--- src/rtl/ahb_burst_feeder.sv ---
// ahb_burst_feeder: takes one burst command at a time and drives the
// ahb_master user interface (UI).
// Write bursts pull beats from a valid/ready source.
// Read bursts collect returned data into a registered stream that has no
// backpressure.
// UI registers change only on m_next edges, except for the first
// presentation of a burst.
// Ports:
//   i_hclk, i_hreset        clock, async active-high reset
//   i_cmd_*/o_cmd_ready     command handshake (addr, len, write, size, prot, lock)
//   i_wr_valid/o_wr_ready/i_wr_data   write-data source
//   o_rd_valid/o_rd_data/o_rd_addr    read-return stream
//   o_done                  one-cycle completion pulse
//   m_* out                 master UI drive (addr/size/write/read/min_len/cont/valid/data/prot/lock)
//   m_next, m_ready, m_rdata, m_raddr  master UI feedback
module ahb_burst_feeder #(
  parameter int DATA_WDT = 32,
  parameter int BEAT_WDT = 32
) (
  input  logic                i_hclk,
  input  logic                i_hreset,
  input  logic                i_cmd_valid,
  output logic                o_cmd_ready,
  input  logic [31:0]         i_cmd_addr,
  input  logic [BEAT_WDT-1:0] i_cmd_len,
  input  logic                i_cmd_write,
  input  logic [2:0]          i_cmd_size,
  input  logic [3:0]          i_cmd_prot,
  input  logic                i_cmd_lock,
  input  logic                i_wr_valid,
  output logic                o_wr_ready,
  input  logic [DATA_WDT-1:0] i_wr_data,
  output logic                o_rd_valid,
  output logic [DATA_WDT-1:0] o_rd_data,
  output logic [31:0]         o_rd_addr,
  output logic                o_done,
  output logic [31:0]         m_addr,
  output logic [2:0]          m_size,
  output logic                m_write,
  output logic                m_read,
  output logic [BEAT_WDT-1:0] m_min_len,
  output logic                m_cont,
  output logic                m_valid,
  output logic [DATA_WDT-1:0] m_data,
  output logic [3:0]          m_prot,
  output logic                m_lock,
  input  logic                m_next,
  input  logic                m_ready,
  input  logic [DATA_WDT-1:0] m_rdata,
  input  logic [31:0]         m_raddr
);

  typedef enum logic [2:0] {IDLE, WAIT_W0, ISSUE, DRAIN, DONE} state_t;

  state_t              state, state_nx;
  logic                is_write;
  logic [31:0]         addr;
  logic [BEAT_WDT-1:0] len, pending, returned;
  logic [BEAT_WDT-1:0] pend_sub, returned_nx;
  logic                last, rd_take;

  always_comb begin
    // A write beat only counts when it carried data; BUSY beats leave pending alone.
    pend_sub    = pending - (is_write ? BEAT_WDT'(m_valid) : BEAT_WDT'(1));
    last        = (pend_sub == '0);
    // is_write/len/returned are all cleared at reset, so nothing is counted
    // before the first read command is accepted.
    rd_take     = !is_write && m_ready && (returned < len);
    returned_nx = returned + BEAT_WDT'(rd_take);
    o_cmd_ready = (state == IDLE);
    o_done      = (state == DONE);
    o_wr_ready  = 1'b0;
    state_nx    = state;
    case (state)
      IDLE: begin
        if (i_cmd_valid) begin
          if (i_cmd_len == '0)  state_nx = DONE;
          else if (i_cmd_write) state_nx = WAIT_W0;
          else                  state_nx = ISSUE;
        end
      end
      WAIT_W0: begin
        o_wr_ready = 1'b1;
        if (i_wr_valid) state_nx = ISSUE;
      end
      ISSUE: begin
        if (is_write) o_wr_ready = m_next && !last;
        if (m_next && last) state_nx = is_write ? DONE : DRAIN;
      end
      DRAIN: begin
        if (returned_nx == len) state_nx = DONE;
      end
      DONE:    state_nx = IDLE;
      default: state_nx = IDLE;
    endcase
  end

  always_ff @(posedge i_hclk or posedge i_hreset) begin
    if (i_hreset) begin
      state      <= IDLE;
      is_write   <= 1'b0;
      addr       <= '0;
      len        <= '0;
      pending    <= '0;
      returned   <= '0;
      o_rd_valid <= 1'b0;
      o_rd_data  <= '0;
      o_rd_addr  <= '0;
      m_addr     <= '0;
      m_size     <= '0;
      m_write    <= 1'b0;
      m_read     <= 1'b0;
      m_min_len  <= '0;
      m_cont     <= 1'b0;
      m_valid    <= 1'b0;
      m_data     <= '0;
      m_prot     <= '0;
      m_lock     <= 1'b0;
    end else begin
      state      <= state_nx;
      returned   <= returned_nx;
      o_rd_valid <= rd_take;
      if (rd_take) begin
        o_rd_data <= m_rdata;
        o_rd_addr <= m_raddr;
      end
      case (state)
        IDLE: begin
          if (i_cmd_valid) begin
            is_write <= i_cmd_write;
            len      <= i_cmd_len;
            pending  <= i_cmd_len;
            returned <= '0;
            addr     <= i_cmd_addr;
            if (i_cmd_len != '0) begin
              m_size <= i_cmd_size;
              m_prot <= i_cmd_prot;
              m_lock <= i_cmd_lock;
              if (!i_cmd_write) begin
                m_read    <= 1'b1;
                m_cont    <= 1'b0;
                m_addr    <= i_cmd_addr;
                m_min_len <= i_cmd_len;
              end
            end
          end
        end
        WAIT_W0: begin
          if (i_wr_valid) begin
            m_write   <= 1'b1;
            m_cont    <= 1'b0;
            m_valid   <= 1'b1;
            m_data    <= i_wr_data;
            m_addr    <= addr;
            m_min_len <= len;
          end
        end
        ISSUE: begin
          if (m_next) begin
            pending <= pend_sub;
            if (last) begin
              m_write <= 1'b0;
              m_read  <= 1'b0;
              m_cont  <= 1'b0;
              m_valid <= 1'b0;
            end else begin
              m_cont <= 1'b1;
              if (is_write) begin
                m_valid <= i_wr_valid;
                m_data  <= i_wr_data;
              end
            end
          end
        end
        DONE: begin
          m_addr    <= '0;
          m_size    <= '0;
          m_min_len <= '0;
          m_data    <= '0;
          m_prot    <= '0;
          m_lock    <= 1'b0;
        end
        default: ;
      endcase
    end
  end

endmodule

--- config.mk ---
export PLATFORM = sky130hd
export DESIGN_NAME = ahb_burst_feeder
export DESIGN_NICKNAME = d
export VERILOG_FILES = /design/src/rtl/ahb_burst_feeder.sv
export SDC_FILE = /design/constraint.sdc
export NUM_CORES = 1
export LEC_CHECK = 0
export BUFFER_PORTS_ARGS = -buffer_cell sky130_fd_sc_hd__buf_2
export CAP_MARGIN = 30
export CORE_UTILIZATION = 30
export DETAILED_ROUTE_END_ITERATION = 10
export GPL_ROUTABILITY_DRIVEN = 0
export GPL_TIMING_DRIVEN = 0
export SYNTH_ARGS = -nofsm -noshare
export SYNTH_HDL_FRONTEND = slang
export SYNTH_SLANG_ARGS = --single-unit
export TNS_END_PERCENT = 50
--- constraint.sdc ---
create_clock -name i_hclk -period 9.05 [get_ports i_hclk]
set_input_delay 0.905 -clock i_hclk [delete_from_list [all_inputs] [get_ports i_hclk]]
set_output_delay 0.905 -clock i_hclk [all_outputs]
set_load 0.01 [all_outputs]
# Word-level counts from Yosys, hierarchy flattened
# Cells that the tools add are included.
[totals]
regBits = 305
latch_bits = 0
ramBits = 0
rom_bits = 0
in_bits = 175
out_inout_bits = 176
elab_cells = 123
n_memories = 0
[op_classes]
add_sub_neg = 2
mul = 0
n_div = 0
magnitude_cmp = 1
n_eq_ne = 16
shifts = 0
muxes = 59
bitwise_logic = 0
n_reduce_logical = 26
[op_table]
columns = ["op", "n"]
rows = [
  ["32-bit two-way mux", 16],
  ["32-bit case mux with 3 select lines", 3],
  ["32-bit logical NOT", 2],
  ["32-bit case mux with 2 select lines", 1],
  ["32-bit by 1-bit adder with 32-bit output", 1],
  ["32-bit equality test", 1],
  ["32-bit < comparator", 1],
  ["32-bit nonzero test", 1],
  ["32-bit by 1-bit subtractor with 32-bit output", 1],
  ["3-bit two-way mux", 8],
  ["1-bit two-way mux", 19],
  ["2-bit inequality test, second input constant", 9],
  ["3-bit case mux with 4 select lines", 1],
  ["4-bit AND reduction", 3],
  ["6-bit AND reduction", 2],
  ["1-bit case mux with 2 select lines", 5],
  ["5-bit AND reduction", 2],
  ["3-bit nonzero test", 3],
  ["4-bit two-way mux", 2],
  ["4-bit case mux with 2 select lines", 1],
  ["3-bit by 2-bit equality test with 1-bit output, second input constant", 2],
  ["3-bit case mux with 2 select lines", 1],
  ["3-bit AND reduction", 2],
  ["2-bit nonzero test", 3],
  ["other kinds (10)", 14],
]

# Logic depth before layout (Yosys ltp)
# Gate-level depths: netlist (run 1).
[depth]
word_depth = 7
ltp_mapped = 24
depth_no_buf = 21

# Least setup slack after synthesis (run 1)
# Ideal clock, no wire load.
[synth_path]
path_type = "flip-flop to flip-flop"
from = "register len[17]"
to = "register state[2]"
setup_time_ps = 107
arrival_time_ps = 4977
required_time_ps = 8943
path_slack_ps = 3967
path_stages_with_launch = 24
n_path_buf = 2
period_less_slack_ps = 5083
cell_sequence = "dfrtp_1 > inv_1 > ha_1 > a21o_1 > a21o_1 > a21oi_1 > nor2_1 > a2111oi_0 > o21ai_0 > o22a_1 > clkbuf_1 > clkbuf_1 > inv_1 > ha_1 > ha_1 > nand3_2 > or4_4 > nor4_1 > xnor2_1 > o221ai_1 > nor4b_1 > nand4_1 > and3_4 > a2111oi_4"
[synth_via]
elab_chain_cells = 6
[synth_rtl]
columns = ["element", "line_no", "source"]
rows = [
  ["start: declaration", "58", "logic [BEAT_WDT-1:0] len, pending, returned;"],
  ["start signal: assignment", "131", "len <= i_cmd_len;"],
  ["32-bit < comparator", "68", "rd_take = !is_write && m_ready && (returned < len);"],
  ["1-bit logical AND", "68", ""],
  ["net rd_take", "60", "logic last, rd_take;"],
  ["32-bit by 1-bit adder with 32-bit output", "69", "returned_nx = returned + BEAT_WDT'(rd_take);"],
  ["32-bit equality test", "91", "if (returned_nx == len) state_nx = DONE;"],
  ["2-bit inequality test (no source line)", "--", ""],
  ["4-bit AND reduction (no source line)", "--", ""],
  ["end signal: assignment", "120", "state <= state_nx;"],
  ["end: declaration", "55", "state_t state, state_nx;"],
]
# The timed path passes the listed nets, and every way through them passes these cells.
# A chain may end at the register's enable or synchronous reset.

# Final worst setup path (run 1)
[layout_path]
from = "register len[9]"
to = "register state[2]"
# Same word-level chain as after synthesis.

==> results of run 1 <==
[flip-flops by register name (all words and copies together), names as in the netlist]
name / cells
o_rd_data: 32
len: 32
m_read: 1
m_size: 3
m_prot: 4
o_rd_addr: 32
state: 3
is_write: 1
m_min_len: 32
m_valid: 1
m_write: 1
o_rd_valid: 1
m_addr: 32
m_cont: 1
addr: 32
m_lock: 1
m_data: 32
returned: 32
pending: 32
[critical path, stage by stage (launching register included)]
cell and delay, ns:
dfrtp_1 0.43, inv_1 0.08, ha_1 0.31, a21o_1 0.16
a21o_1 0.17, a21oi_1 0.18, a21oi_1 0.13, a221oi_1 0.35
a211oi_1 0.14, o22a_1 0.29, clkbuf_1 0.29, clkbuf_1 0.33
inv_1 0.21, ha_1 0.23, ha_1 0.29, nand3_2 0.18
nor4_2 0.73, xnor2_1 0.23, a2bb2oi_1 0.19, nand4b_1 0.19
a2111oi_0 0.53, nand4_1 0.33, and3_4 0.29, a2111oi_4 0.17
[Yosys cell counts (23+ instances only)]
cell / number
nand3_1: 34
mux2i_1: 35
nor3_1: 23
nand4_1: 26
xnor2_1: 34
ha_1: 35
mux2_2: 98
nand2_1: 108
nor2_1: 147
o21ai_0: 95
inv_1: 92
dfrtp_1: 305
a21oi_1: 120
a22oi_1: 73
clkbuf_1: 75
[power breakdown]
| part | switching [mW] | leakage [nW] | internal [mW] |
|---|---|---|---|
| clock | 0.604 | 0.636 | 0.983 |
| combinational | 1.59 | 4.63 | 1.09 |
| sequential | 0.463 | 3.62 | 1.95 |
| total | 2.66 | 8.89 | 4.03 |
[worst paths after layout]
path,startpoint,endpoint,slack (ns),depth (start not counted)
hold reg to reg,m_write,m_write,0.48,2
hold / removal,i_hreset,returned[28],0.47,2
setup reg to reg,len[9],state[2],2.51,23
setup / recovery,len[9],state[2],2.51,23
max in group asynchronous,i_hreset,m_data[5],7.45,5
min in group i_hclk,m_write,m_write,0.48,2
[layout make-up]
cell class / count / area [um^2]
flip-flops and latches: 305 / 7630
clock inverters: 15 / 254
well taps: 672 / 841
diodes: 1 / 2.50
multi-input cells: 1044 / 6980
repair buffers: 359 / 1940
clock buffers: 50 / 1040
inverters: 92 / 349
plain buffers: 94 / 385
fillers: 5025 / 30800
[layer usage]
layer	vias up	track usage [%]
met5	-	0
met4	2	6.86
met3	91	3.90
met2	527	31.1
met1	6638	22.8
li1	6248	-
[through the flow]
stage	cell area, um^2	utilization [%]	setup WS [ns]
floorplan	15300	-	3.97
global placement	17900	35.7	2.09
global route	19400	38.6	2.14
CTS	19400	38.6	2.44
detailed placement	18100	36.1	2.44
finish	19400	38.6	2.51
[cell families (layout without fill, tap and decap cells)]
kind of cell	count (synthesis)	in the layout	synth area share, %
other	0	1	0
DFF	305	305	49.8
xor gates and xnor gates	49	49	3.03
buffers and inverters	186	610	4.76
AOI/OAI and AO/OA	365	365	14.6
adders and majority gates	35	35	2.85
muxes	133	133	9.48
and+or+nand+nor	462	462	15.5
==> flow_summary.yaml, run 1 <==
drt:
  wl_um: 48700
  drtPass1Iterations: 6
  route.met2.wl_um: 23700
  wl_met3_um: 3320
  wl_per_cell_um: 18.5
  drc: 0
  dr.first_iter.drc_count: 934
  top_layer_used: "met5"
  num_vias: 13500
  via_per_inst: 5.13
  wl_met1_um: 20100
  drtAntennaViolNets: 0
place:
  hpwlAfterDp_um: 37600
  dp.cells: 2566
  portBuffers: 350
cells_and_area:
  syn_to_final_growth_pct: 26.6
  final_common_cell: "buf_2"
  layout-drive-gt1-share_pct: 28.3
  final_cell_mix: "buf_2 (357), dfrtp_1 (305), nor2_1 (147)"
  final_nets: 2143
  final_cells: 2632
worst_hold_path:
  holdCritPathClass: "input pin to async pin"
die:
  die_width_um: 228
  row_count: 82
  dieArea_mm2: 0.0520
  start_util_pct: 30.5
  ios: 351
  die_y_um: 228
  core_area_mm2: 0.0503
yosys:
  synth.ff_latch_count: 305
  synthDistinctLibCells: 77
  synth_seq_area_share_pct: 49.8
  synth_fp_nets: 1745
  synth_top_area_cell: "dfrtp_1"
  netlist_instances: 1535
  synth-edff-count: 0
  synth_area_leaders: "dfrtp_1 (50%), mux2_2 (7.2%), a21oi_1 (3.9%), nor2_1 (3.6%), a22oi_1 (3.6%)"
  netlist_area_mm2: 0.0153
  synthFlopType: "dfrtp_1"
  synth.avg_cell_area_um2: 9.99
  yosys_warnings: 0
  postSynth.asyncResetShare_pct: 100
  synth_top_area_share_pct: 49.8
pwr:
  total_power_mw: 6.69
  cellPowerDensity_mw_per_mm2: 344
  ir_drop_mv: 0.144
  leakage_nw: 8.89
sta:
  hold_viol: 0
  grt_setup_unrepaired: "no"
  whs_ns: 0.470
  max_freq_mhz: 153
  layout_min_cycle_time_ns: 6.54
  slew_violations: 0
  fin_skew_ns: 0.0272
  relSlewSlack_pct: 26.7
  fin_crit_sh_pct: 72.2
  setup_viol: 0
  fin_tns_setup_ns: 0
  max_slew.worst_pin.slew_ns: 1.10
clock_network:
  hold_buffers: 0
  root_buffer: "clkbuf_16"
  cts.sink_count: 305
  clk_pin_slew_ns: 0.06
  htree_levels: 2
  cts_setup_buffers: 0
  cts_buffers: 37
  cts_tree: "done"
  clkLatencyLatePin_ns: 0.57
  cts_resized: 0
  clk_path_buf_depth: 3
setup_path:
  cp-start-kind: "flop"
  worstSetupPathType: "flop to flop"
  crit_fanout: 10
  required_ns: 9.51
  end_kind: "flop"
  arrival_ns: 7.00
global_route:
  grt_overflow: 0
  gr-usage-all-layers_pct: 18.4
  antenna_found_initial: 2
  grt_pass1_vias: 13600
  grt_max_degree: 41
  grt_pass1_wl_um: 76400
flow_run:
  maxCapViolCount: 0
outcome:
  status: "finished clean"
Power figures use the tool's default switching activity.
==> inputs of run 2 (changes only) <==
Settings changed: ABC_AREA from default to 1.
Clock period 9.05 ns to 6 ns, I/O delays scaled along.
==> flow_summary.yaml, run 2 <==
setup_path:
  reg2reg_depth: 29
  crit_fanout: 10
  timing.rr.end: "state[0]"
  arrival_ns: 5.88
  end_kind: "flop"
  r2r_start: "len[19]"
  cpPeakStageDelay_ns: 0.47
  slowest_stage: "nor2_1"
  required_ns: 6.44
  worstSetupPathType: "flop to flop"
  cpMostUsedCell: "nand2_1"
  cp-start-kind: "flop"
  reg2reg_slack_ns: 0.56
sta:
  whs_ns: 0.180
  setup_viol: 0
  fin_skew_ns: 0.0131
  slew_violations: 0
  hold_viol: 0
  max_slew.worst_pin.slew_ns: 0.763
  max_freq_mhz: 184
  fin_tns_setup_ns: 0
  grt_setup_unrepaired: "no"
  layout_min_cycle_time_ns: 5.44
  fin_ws_ns: 0.560
  fin_crit_sh_pct: 90.7
  relSlewSlack_pct: 49.0
clock_network:
  htree_levels: 2
  hold_buffers: 0
  clk_path_buf_depth: 3
  cts.sink_count: 305
  cts_setup_buffers: 0
  root_buffer: "clkbuf_16"
  cts_tree: "done"
  cts_buffers: 36
  clkLatencyLatePin_ns: 0.55
  clk_pin_slew_ns: 0.06
yosys:
  synth_fp_nets: 2415
  netlist_instances: 2205
  synth_seq_area_share_pct: 46.5
  synth_most_common_cell: "nand2_1"
  yosys_warnings: 0
  synth-edff-count: 0
  synthTopCellsByCount: "nand2_1 (639), dfrtp_1 (305), o21ai_0 (250)"
  synth_mux_area_share_pct: 0
  synthXorXnorAreaFrac_pct: 0.427
  netlist_area_mm2: 0.0164
  synth.avg_cell_area_um2: 7.45
  synth-adder-area-share_pct: 2.67
  synth.ff_latch_count: 305
  synthFlopType: "dfrtp_1"
  synthDistinctLibCells: 44
  synth_top_area_cell: "dfrtp_1"
  postSynth.asyncResetShare_pct: 100
  synth_top_family_by_area: "simple AND/OR/NAND/NOR gates"
  synth_area_leaders: "dfrtp_1 (46%), nand2_1 (15%), o21ai_0 (7.6%), nand3_1 (6.8%), inv_1 (5.3%)"
  synth_compound_area_share_pct: 12.1
  synth_top_area_share_pct: 46.5
  synthSimpleGateAreaFrac_pct: 30.2
drt:
  dr.first_iter.drc_count: 1148
  wl_per_cell_um: 17.0
  drtPass1Iterations: 6
  wl_um: 56600
  via_per_inst: 4.81
  num_vias: 16000
  drc: 0
  drtAntennaViolNets: 0
cells_and_area:
  final_cell_mix: "nand2_1 (639), buf_2 (355), dfrtp_1 (305)"
  syn_to_final_growth_pct: 24.4
  final_nets: 2811
  final_common_cell: "nand2_1"
  layout-drive-gt1-share_pct: 19.6
  utilization_pct: 37.9
  final_cells: 3324
outcome:
  status: "finished clean"
flow_run:
  maxCapViolCount: 0
die:
  dieArea_mm2: 0.0557
  ios: 351
  core_area_mm2: 0.0539
  die_y_um: 236
  start_util_pct: 30.4
  die_width_um: 236
  row_count: 85
worst_hold_path:
  holdCritPathClass: "input pin to async pin"
place:
  hpwlAfterDp_um: 44000
  dp_slack_ns: 0.189
  dp.cells: 3259
  portBuffers: 350
global_route:
  grt_pass1_wl_um: 87400
  grt_overflow: 0
  antenna_found_initial: 4
  grt_pass1_vias: 15200
  gr-usage-all-layers_pct: 20.1
  grt_max_degree: 41
pwr:
  ir_drop_mv: 0.285
  cellPowerDensity_mw_per_mm2: 547
  leakage_nw: 10.5
==> run 2: area by class of cell <==
type	instances	area, um^2
well taps	696	871
inverters	236	890
diodes	1	2.50
clock buffers	52	1060
plain buffers	96	442
fillers	5704	33500
multi-input cells	1568	7460
clock inverters	12	148
repair buffers	358	1910
flip-flops and latches	305	7630
==> run 2: worst max path at each step <==
stage                  start      endpoint  depth (start not counted)
floorplan           i_hreset       addr[0]                          1
global placement    i_hreset  o_rd_addr[6]                          2
detailed placement   len[19]      state[0]                         30
CTS                  len[19]      state[0]                         30
global route         len[19]      state[0]                         30
finish               len[19]      state[0]                         29
==> run 2: repair_timing <==
| action | in CTS | in global routing |
|---|---|---|
| endpoints found under the setup margin | 0 | 3 |
| endpoints found under the hold margin | 0 | 0 |
| resized for setup | 0 | 2 |
==> run 2: cells by family after synthesis <==
logic type,Yosys count
simple gates,1167
compound gates,358
buf+inv,332
flops,305
fa+ha+maj,35
xor+xnor,8
==> run 2: power breakdown <==
part	internal, mW	switching, mW	total [mW]
Sequential	2.99	0.564	3.56
Clock	1.36	0.918	2.28
Combinational	1.82	3.51	5.33
Total	6.17	4.99	11.2
==> run 2: through the flow <==
stage	power, mW	area, um^2
final	11.2	20400
after global routing	12.1	20400
after CTS	11.3	20400
after detailed placement	8.92	19200
after global placement	8.88	19000
after floorplan	6.99	16400
==> run 2: critical path: cells and delay by family (launching register included) <==
kind / cells / cell delay, ns
compound gates: 4 / 0.79
fa+ha+maj: 2 / 0.50
buf+inv: 5 / 1.00
flops: 1 / 0.39
simple gates: 18 / 2.64
==> run 2: routing by layer <==
metal	GRT usage [%]	share of wire (%)	routed length, um
met3	4.63	7.9	4470
met5	0	0.023	13
met1	26.9	44	25100
met4	5.35	2.0	1160
met2	32.6	46	25900
==> inputs of run 3 (changes only) <==
Settings changed: ABC_AREA 1 to default.
==> flow_summary.yaml, run 3 (synthesis results as in run 1) <==
sta:
  fin_tns_setup_ns: 0
  hold_viol: 0
  max_slew.worst_pin.slew_ns: 1.06
  slew_violations: 0
  fin_skew_ns: 0.0274
  layout_min_cycle_time_ns: 5.81
  whs_ns: 0.165
  fin_ws_ns: 0.195
  max_freq_mhz: 172
  relSlewSlack_pct: 29.3
  fin_crit_sh_pct: 96.8
  setup_viol: 0
cells_and_area:
  seq_area_mm2: 0.00763
  stdcell_area_mm2: 0.0195
  final_cell_mix: "buf_2 (357), dfrtp_1 (305), nor2_1 (147)"
  multiInputGateArea_mm2: 0.00706
  layout-drive-gt1-share_pct: 28.9
  final_common_cell: "buf_2"
  syn_to_final_growth_pct: 27.2
  fillers: 5018
  final_nets: 2142
global_route:
  grt_max_degree: 41
  grt_pass1_vias: 13600
  antenna_found_initial: 2
  grt_pass1_wl_um: 76300
  gr-usage-all-layers_pct: 18.3
  grt_overflow: 0
drt:
  drtPass1Iterations: 5
  drc: 0
  wl_met1_um: 20000
  wl_met3_um: 3420
  via_per_inst: 5.15
  route.met2.wl_um: 23500
  wl_per_cell_um: 18.5
  top_layer_used: "met5"
  dr.first_iter.drc_count: 994
  drtAntennaViolNets: 0
  wl_um: 48700
  num_vias: 13600
clock_network:
  cts_setup_buffers: 0
  clk_path_buf_depth: 3
  hold_buffers: 0
  htree_levels: 2
  clkLatencyLatePin_ns: 0.57
  root_buffer: "clkbuf_16"
  cts_buffers: 37
  cts.sink_count: 305
  clk_pin_slew_ns: 0.06
  cts_tree: "done"
place:
  hpwlAfterDp_um: 37600
  dp_slack_ns: -0.612
  placed_cell_area_mm2: 0.0181
  portBuffers: 350
pwr:
  p_sw_share_pct: 39.8
  leakage_nw: 8.94
  internal-power_mw: 6.09
  p_sw_mw: 4.03
  cellPowerDensity_mw_per_mm2: 518
  ir_drop_mv: 0.218
  pwr-share-seq_pct: 36.1
  total_power_mw: 10.1
  p_comb_share_pct: 40.2
  p_clk_share_pct: 23.7
setup_path:
  required_ns: 6.46
  reg2reg_depth: 22
  arrival_ns: 6.26
  crit_path_start: "len[17]"
  end_kind: "flop"
  slowest_stage: "or4_4"
  worstSetupPathType: "flop to flop"
  timing.rr.end: "state[2]"
  cpPeakStageDelay_ns: 0.65
  cp_cell_sequence: "inv_1 > ha_1 > a21o_1 > a21o_1 > a21oi_1 > nor2_1 > a2111oi_0 > o21ai_0 > o22a_4 > clkbuf_4 > inv_1 > ha_2 > ha_4 > nand3_2 > or4_4 > or3_1 > xnor2_2 > xnor2_1 > nor4b_1 > nand4_1 > and3_4 > a2111oi_4"
  r2r_start: "len[17]"
  reg2reg_slack_ns: 0.19
  cp-start-kind: "flop"
  crit_fanout: 11
  crit_end: "state[2]"
die:
  ios: 351
  start_util_pct: 30.5
  die_width_um: 228
  row_count: 82
  dieArea_mm2: 0.0520
  die_y_um: 228
  core_area_mm2: 0.0503
flow_run:
  maxCapViolCount: 0
worst_hold_path:
  holdCritPathClass: "input pin to async pin"
outcome:
  status: "finished clean"
## run 3: cell types whose count changed in the layout (fill, tap and decap cells not counted), moves of 31 or more
| cell | before | now |
|---|---|---|
| nand2_1 | 639 | 108 |
| nand3_1 | 224 | 33 |
| o21ai_0 | 250 | 95 |
| inv_1 | 231 | 91 |
| mux2_2 | 0 | 98 |
| a21oi_1 | 27 | 120 |
| a22oi_1 | 0 | 73 |
| nor2_1 | 217 | 147 |
| mux2i_1 | 0 | 35 |
| nand2_2 | 32 | 0 |
| o21ai_2 | 31 | 0 |
## run 3: per-stage QoR
step / utilization (%) / instances
finish: 38.8 / 2631
global route: 38.8 / 2631
CTS: 38.7 / 2630
detailed placement: 36.1 / 2566
global placement: 35.7 / 2557
floorplan: - / 1535
## run 3: how the worst min path moves through the flow
stage                               to  slack, ns  depth (start not counted)
after floorplan            pending[16]       0.47                          2
after global placement          m_cont       0.46                          2
after detailed placement       m_write       0.46                          2
after CTS                 returned[28]       0.15                          2
after global routing      returned[28]       0.18                          2
final                     returned[28]       0.17                          2
## run 3: metal layers
layer,GRT usage [%],up-vias
met5,0,-
met4,6.98,2
met3,3.90,106
met2,31.1,563
met1,22.8,6644
li1,-,6245
## run 3: power groups by stage
stage	logic (mW)	registers [mW]	clock network, mW
floorplan	2.36	3.73	0
global placement	3.95	3.63	0
detailed placement	4.05	3.65	0
CTS	4.06	3.63	2.46
global route	4.47	3.75	2.54
finish	4.07	3.65	2.40
## run 3: area by class of cell
cell class	count	area share, %
flip-flops and latches	305	39.1
multi-input cells	1044	36.2
repair buffers	359	9.94
clock buffers	50	5.35
well taps	672	4.31
plain buffers	93	1.97
inverters	92	1.79
clock inverters	15	1.30
diodes	1	0.0128
## run 3: worst max-delay path: cells and delay by family, from the launching register on
family | cells | cell delay [ns]
and+or+nand+nor | 7 | 2.15
AOI/OAI and AO/OA | 7 | 1.53
adders and majority gates | 3 | 0.76
buffers and inverters | 3 | 0.50
DFF | 1 | 0.44
xor gates and xnor gates | 2 | 0.32
## run 3: timing repair
action,CTS,global route
resized for setup,7,11
endpoints found under the setup margin,3,3
gates cloned,0,0
